File: config.mk
export PLATFORM = sky130hd
export DESIGN_NAME = clic_irq_arbiter
export DESIGN_NICKNAME = d
export VERILOG_FILES = /design/src/rtl/clic_irq_arbiter.sv
export SDC_FILE = /design/constraint.sdc
export NUM_CORES = 2
export LEC_CHECK = 0
export BUFFER_PORTS_ARGS = -buffer_cell sky130_fd_sc_hd__buf_4
export CORE_AREA = 2 2 309 311
export DETAILED_ROUTE_END_ITERATION = 16
export DIE_AREA = 0 0 311 313
export GPL_TIMING_DRIVEN = 0
export PLACE_DENSITY_LB_ADDON = 0.3
export SYNTH_ARGS = -nofsm -noshare
export SYNTH_HDL_FRONTEND = slang
export SYNTH_SLANG_ARGS = --single-unit
File: constraint.sdc
create_clock -name clk_i -period 6.2 [get_ports clk_i]
set_input_delay 0.31 -clock clk_i [delete_from_list [all_inputs] [get_ports clk_i]]
set_output_delay 0.31 -clock clk_i [all_outputs]
set_load 0.03 [all_outputs]
File: src/rtl/clic_irq_arbiter.sv
// clic_irq_arbiter: picks the top-ranked pending CLIC source and offers it with kill/claim handshakes.
// Define CLIC_EDGE_TRIG_EN for edge-triggered sources with internal pending latches.
module clic_irq_arbiter #(
    parameter int NumSrc  = 64,
    parameter int IdWidth = $clog2(NumSrc)
) (
    input  logic                 clk_i,
    input  logic                 rst_ni,
    input  logic [NumSrc-1:0]    src_pending_i,
    input  logic [NumSrc-1:0]    src_enable_i,
    input  logic [NumSrc*8-1:0]  src_level_i,
    input  logic [NumSrc*2-1:0]  src_priv_i,
    output logic                 irq_valid_o,
    input  logic                 irq_ready_i,
    output logic [IdWidth-1:0]   irq_id_o,
    output logic [7:0]           irq_level_o,
    output logic [1:0]           irq_priv_o,
    output logic                 kill_req_o,
    input  logic                 kill_ack_i,
    output logic                 claim_valid_o,
    output logic [IdWidth-1:0]   claim_id_o
);
    localparam logic [1:0] IDLE  = 2'd0;
    localparam logic [1:0] OFFER = 2'd1;
    localparam logic [1:0] KILL  = 2'd2;

    logic [1:0]          state_q, state_d;
    logic [NumSrc-1:0]   pend, cand;
    logic                best_valid_q, best_valid_d;
    logic [IdWidth-1:0]  best_id_q, best_id_d;
    logic [7:0]          best_level_q, best_level_d;
    logic [1:0]          best_priv_q, best_priv_d;
    logic [IdWidth-1:0]  off_id_q;
    logic [7:0]          off_level_q;
    logic [1:0]          off_priv_q;
    logic                claim, load, off_live, kill;

`ifdef CLIC_EDGE_TRIG_EN
    logic [NumSrc-1:0] prev_q, edge_q, clr_vec;

    always_comb begin
        clr_vec = '0;
        for (int i = 0; i < NumSrc; i++) clr_vec[i] = claim && (off_id_q == IdWidth'(i));
    end

    // a new rising edge in the claim cycle must survive the clear
    always_ff @(posedge clk_i or negedge rst_ni) begin
        if (!rst_ni) begin
            prev_q <= '0;
            edge_q <= '0;
        end else begin
            prev_q <= src_pending_i;
            edge_q <= (src_pending_i & ~prev_q) | (edge_q & ~clr_vec);
        end
    end

    // hide the source being claimed so it is not re-offered from a stale latch
    assign pend = edge_q;
    assign cand = edge_q & ~clr_vec & src_enable_i;
`else
    assign pend = src_pending_i;
    assign cand = src_pending_i & src_enable_i;
`endif

    // later (higher) IDs win ties through the >= comparison
    always_comb begin
        best_valid_d = 1'b0;
        best_id_d    = '0;
        best_level_d = '0;
        best_priv_d  = '0;
        for (int i = 0; i < NumSrc; i++) begin
            if (cand[i] && (!best_valid_d ||
                {src_priv_i[2*i +: 2], src_level_i[8*i +: 8]} >= {best_priv_d, best_level_d})) begin
                best_valid_d = 1'b1;
                best_id_d    = IdWidth'(i);
                best_level_d = src_level_i[8*i +: 8];
                best_priv_d  = src_priv_i[2*i +: 2];
            end
        end
    end

    always_comb begin
        off_live = 1'b0;
        for (int i = 0; i < NumSrc; i++)
            if (off_id_q == IdWidth'(i)) off_live = pend[i] & src_enable_i[i];
    end

    assign kill = (best_valid_q && ({best_priv_q, best_level_q} > {off_priv_q, off_level_q})) || !off_live;

    always_comb begin
        state_d = state_q;
        claim   = 1'b0;
        load    = 1'b0;
        case (state_q)
            IDLE: begin
                load    = best_valid_q;
                state_d = best_valid_q ? OFFER : IDLE;
            end
            OFFER: begin
                claim   = irq_ready_i;
                state_d = irq_ready_i ? IDLE : (kill ? KILL : OFFER);
            end
            KILL: begin
                claim   = irq_ready_i;
                state_d = (irq_ready_i || kill_ack_i) ? IDLE : KILL;
            end
            default: state_d = IDLE;
        endcase
    end

    always_ff @(posedge clk_i or negedge rst_ni) begin
        if (!rst_ni) begin
            state_q      <= IDLE;
            best_valid_q <= 1'b0;
            best_id_q    <= '0;
            best_level_q <= '0;
            best_priv_q  <= '0;
            off_id_q     <= '0;
            off_level_q  <= '0;
            off_priv_q   <= '0;
        end else begin
            state_q      <= state_d;
            best_valid_q <= best_valid_d;
            best_id_q    <= best_id_d;
            best_level_q <= best_level_d;
            best_priv_q  <= best_priv_d;
            if (load) begin
                off_id_q    <= best_id_q;
                off_level_q <= best_level_q;
                off_priv_q  <= best_priv_q;
            end
        end
    end

    assign irq_valid_o   = state_q == OFFER;
    assign kill_req_o    = state_q == KILL;
    assign irq_id_o      = off_id_q;
    assign irq_level_o   = off_level_q;
    assign irq_priv_o    = off_priv_q;
    assign claim_valid_o = claim;
    assign claim_id_o    = claim ? off_id_q : '0;
endmodule

==> key figures <==
Route
  • Initial DRC count: approximately 2,900
  • DRC viols: 0
  • Vias: around 40,000
  • Final WL: 163 mm
  • Number of iterations in the first detailed-routing pass: 5
  • Antenna Nets Post-Route: 0
  • Vias per Instance: around 5.7
  • DR WL/cell: around 23 um

Global route
  • Vias in the first global route: a little under 40,000
  • Largest net degree at the start of global routing: 36
  • Grt total ovfl: 0
  • Initial antenna violation count: 70
  • Total GRT Usage: between 30% and 40%
  • First-pass GRT wire length: roughly 230 mm

Clocking
  • # H-tree levels: 2
  • TritonCTS buffer count: 5
  • Clock sink total: 35
  • Clock insertion delay at the later pin of the skew report: between 200 and 300 ps
  • Maximum clock path buffer count: 2
  • Clock slew at reported path FFs: around 60 ps
  • CTS tree: built
  • CTS root buf: clkbuf_16

Timing
  • Clk_skew: about 3.5 ps
  • Worst slew pin tran: between 1000 and 1500 ps
  • Rel. slew slack: 29.9%
  • RSZ-0062 raised after global routing: true
  • Slew Viols, Final: 0
  • Final WS setup: -115,480 ps
  • Min Tclk post-route: about 120,000 ps
  • Fin. Hold Viols: 0
  • Sum of negative setup slack: -1,943,210 ps
  • Max Freq: 8.22 MHz
  • # setup viols final: 17
  • Period utilisation layout: 1960%

Yosys
  • Post-Synthesis Cells: roughly 4,200
  • Synth top area share: 25.0%
  • Post-synthesis cell type count: about 110
  • Adder and majority gate portion of the synthesized area: about a quarter
  • Multiplexer share of the synthesized area: under 10%
  • Xor/xnor share of the synthesized area: less than 1%
  • Post-synthesis simple-gate area fraction: 22.7%
  • Synth area leaders: ha_1 (25%), a21oi_1 (6.0%), a21o_1 (5.4%)
  • Post-Synthesis Net Count: 5,512
  • Compound-Gate Fraction of Synth Area: about 33%
  • Async S/R FF share, synth: between 90% and 100%
  • Top cell type by total area after synthesis: ha_1
  • Post-synth EDFFs: 0
  • Yosys warnings: 0
  • Netlist area before placement: a little under 30,000 um2
  • Register area share after synthesis: a little under 3%
  • Largest family of logic cells by synthesized area: compound AO/OA/AOI/OAI gates
  • Synth Register Bits: 35
  • Ys flop type: dfrtp_1
  • Syn avg cell area: roughly 7.1 um2

Setup path
  • Setup crit start: src_enable_i[0]
  • R2R Path Start: irq_id_o[0]$_DFFE_PN0P_
  • FF-to-FF path depth: 15
  • Crit path launch type: primary input
  • Critical Path RT: 6370 ps
  • Cell repeated most along the worst path: a21o_1
  • WP data arrival: about 120,000 ps
  • Kind of critical path: primary input to flip-flop
  • CP max stage cell: a2111o_1
  • Max FO, Critical Path: 10
  • Max incr delay on CP: between 400 and 500 ps
  • Endpoint class of the critical path: flip-flop

Outcome
  • Failing checks: setup timing
  • Status: complete, but fails checks

Placed design
  • Port Buffers: 795
  • Post-DP HPWL: between 100 and 150 mm
  • Placer congestion estimate: around 0.95

Final layout
  • Synth-to-Final Area Change: 73.5%
  • Share of cells above drive strength 1: a little under half
  • Nets: about 7,100

Die
  • Die Width: between 300 and 400 um
  • Die area: around 97,000 um2
  • I/O Pins: around 800
  • Initial Utilization: a little under a third
  • # rows: 113
  • Core ar.: around 94,000 um2
  • Height of the die: approximately 310 um

Worst hold path
  • HP Class: primary input to flip-flop
  • Hold path depth: 2
  • Critical hold path startpoint: irq_ready_i

Run
  • Max cap viols: 0
-- final cells by class --
cell class | count | area (um2)
buffer | 131 | 1900
sequential | 35 | 876
clock buffer | 8 | 156
fill | 8610 | 43000
tap | 1265 | 1580
timing repair buffer | 1600 | 12400
antenna | 52 | 130
multi-input combinational | 3571 | 32600
inverter | 407 | 1530
-- state kept, by name, indices dropped and copies added (netlist names) --
name          count
irq_level_o       8
best_level_q      8
best_valid_q      1
best_priv_q       2
irq_priv_o        2
best_id_q         6
state_q           2
irq_id_o          6
-- kinds of logic after synthesis --
logic type | count (synthesis)
flops | 35
xor+xnor | 1
fa+ha+maj | 600
mux | 248
buf+inv | 547
compound gates | 1415
simple gates | 1305
-- worst max-delay path, delay by kind of cell --
kind            cells  cell delay [ps]
compound gates    500            83060
buf+inv           265            34100
mux                36            10580
fa+ha+maj          97            24810
simple gates      230            30430
-- worst paths after layout --
check                      slack, ps                 endpoint
setup / recovery             -115480   best_id_q[4]$_DFF_PN0_
hold / removal                   270     state_q[1]$_DFF_PN0_
setup reg to reg                 640     state_q[0]$_DFF_PN0_
hold reg to reg                  480  irq_id_o[4]$_DFFE_PN0P_
max in group asynchronous       5340  irq_id_o[1]$_DFFE_PN0P_
min in group asynchronous        520     state_q[1]$_DFF_PN0_
-- metrics by stage --
step / instance area (um2) / utilization [%] / hold slack, ps / worst slack, ps / instances
final: 51200 / 54.4 / 270 / -115480 / 7069
after CTS: 47900 / 50.9 / 260 / -114320 / 6857
after global placement: 39600 / 42.1 / 293 / -127690 / 6211
after global routing: 51200 / 54.4 / 274 / -120460 / 7064
after detailed placement: 39600 / 42.1 / 291 / -128360 / 6212
after floorplan: 32100 / - / 14.4 / -107930 / 4151
-- cell usage after synthesis (50+ instances only) --
| cell | instances |
|---|---|
| a21o_1 | 214 |
| a21oi_1 | 351 |
| a31oi_1 | 67 |
| and2_1 | 88 |
| and3_1 | 63 |
| clkbuf_1 | 116 |
| ha_1 | 589 |
| inv_1 | 406 |
| mux2_2 | 95 |
| mux2i_1 | 141 |
| nand2_1 | 362 |
| nand2b_1 | 123 |
| nand3_1 | 78 |
| nor2_1 | 264 |
| nor2b_1 | 85 |
| o211ai_1 | 50 |
| o21a_1 | 70 |
| o21ai_0 | 204 |
-- metal layers --
| layer | vias to the layer above | track usage [%] | part of all wire (%) |
|---|---|---|---|
| met4 | 38 | 14.9 | 5.6 |
| li1 | 18700 | - | - |
| met1 | 19200 | 35.1 | 39 |
| met2 | 1590 | 55.1 | 49 |
| met5 | - | 0 | 0.16 |
| met3 | 489 | 5.52 | 6.2 |
-- cell usage in the layout, fill, tap and decap left out, types with 52 or more instances in the layout --
master       n
o21ai_1     71
nand3_1     61
mux2_2      57
nor2_1     223
inv_1      382
o21ai_0    113
nand2_1    323
buf_4     1538
nor2b_1     77
nand2b_1    79
ha_4       105
a21o_1     210
ha_1       477
a21oi_1    189
a21oi_2    133
and2_1      71
mux2i_1     84
diode_2     52
o21a_1      69
-- what timing repair did --
action / CTS / global route
endpoints found under the hold margin: 29 / 0
pin swaps: 358 / 381
gates resized for setup: 570 / 399
setup endpoints to repair: 17 / 17
buffers inserted: 623 / 169
gates cloned: 19 / 0
hold buffers: 1 / 0
Power is not shown: default switching activity piles up to over one toggle a cycle in this logic, so the estimate is an artifact.
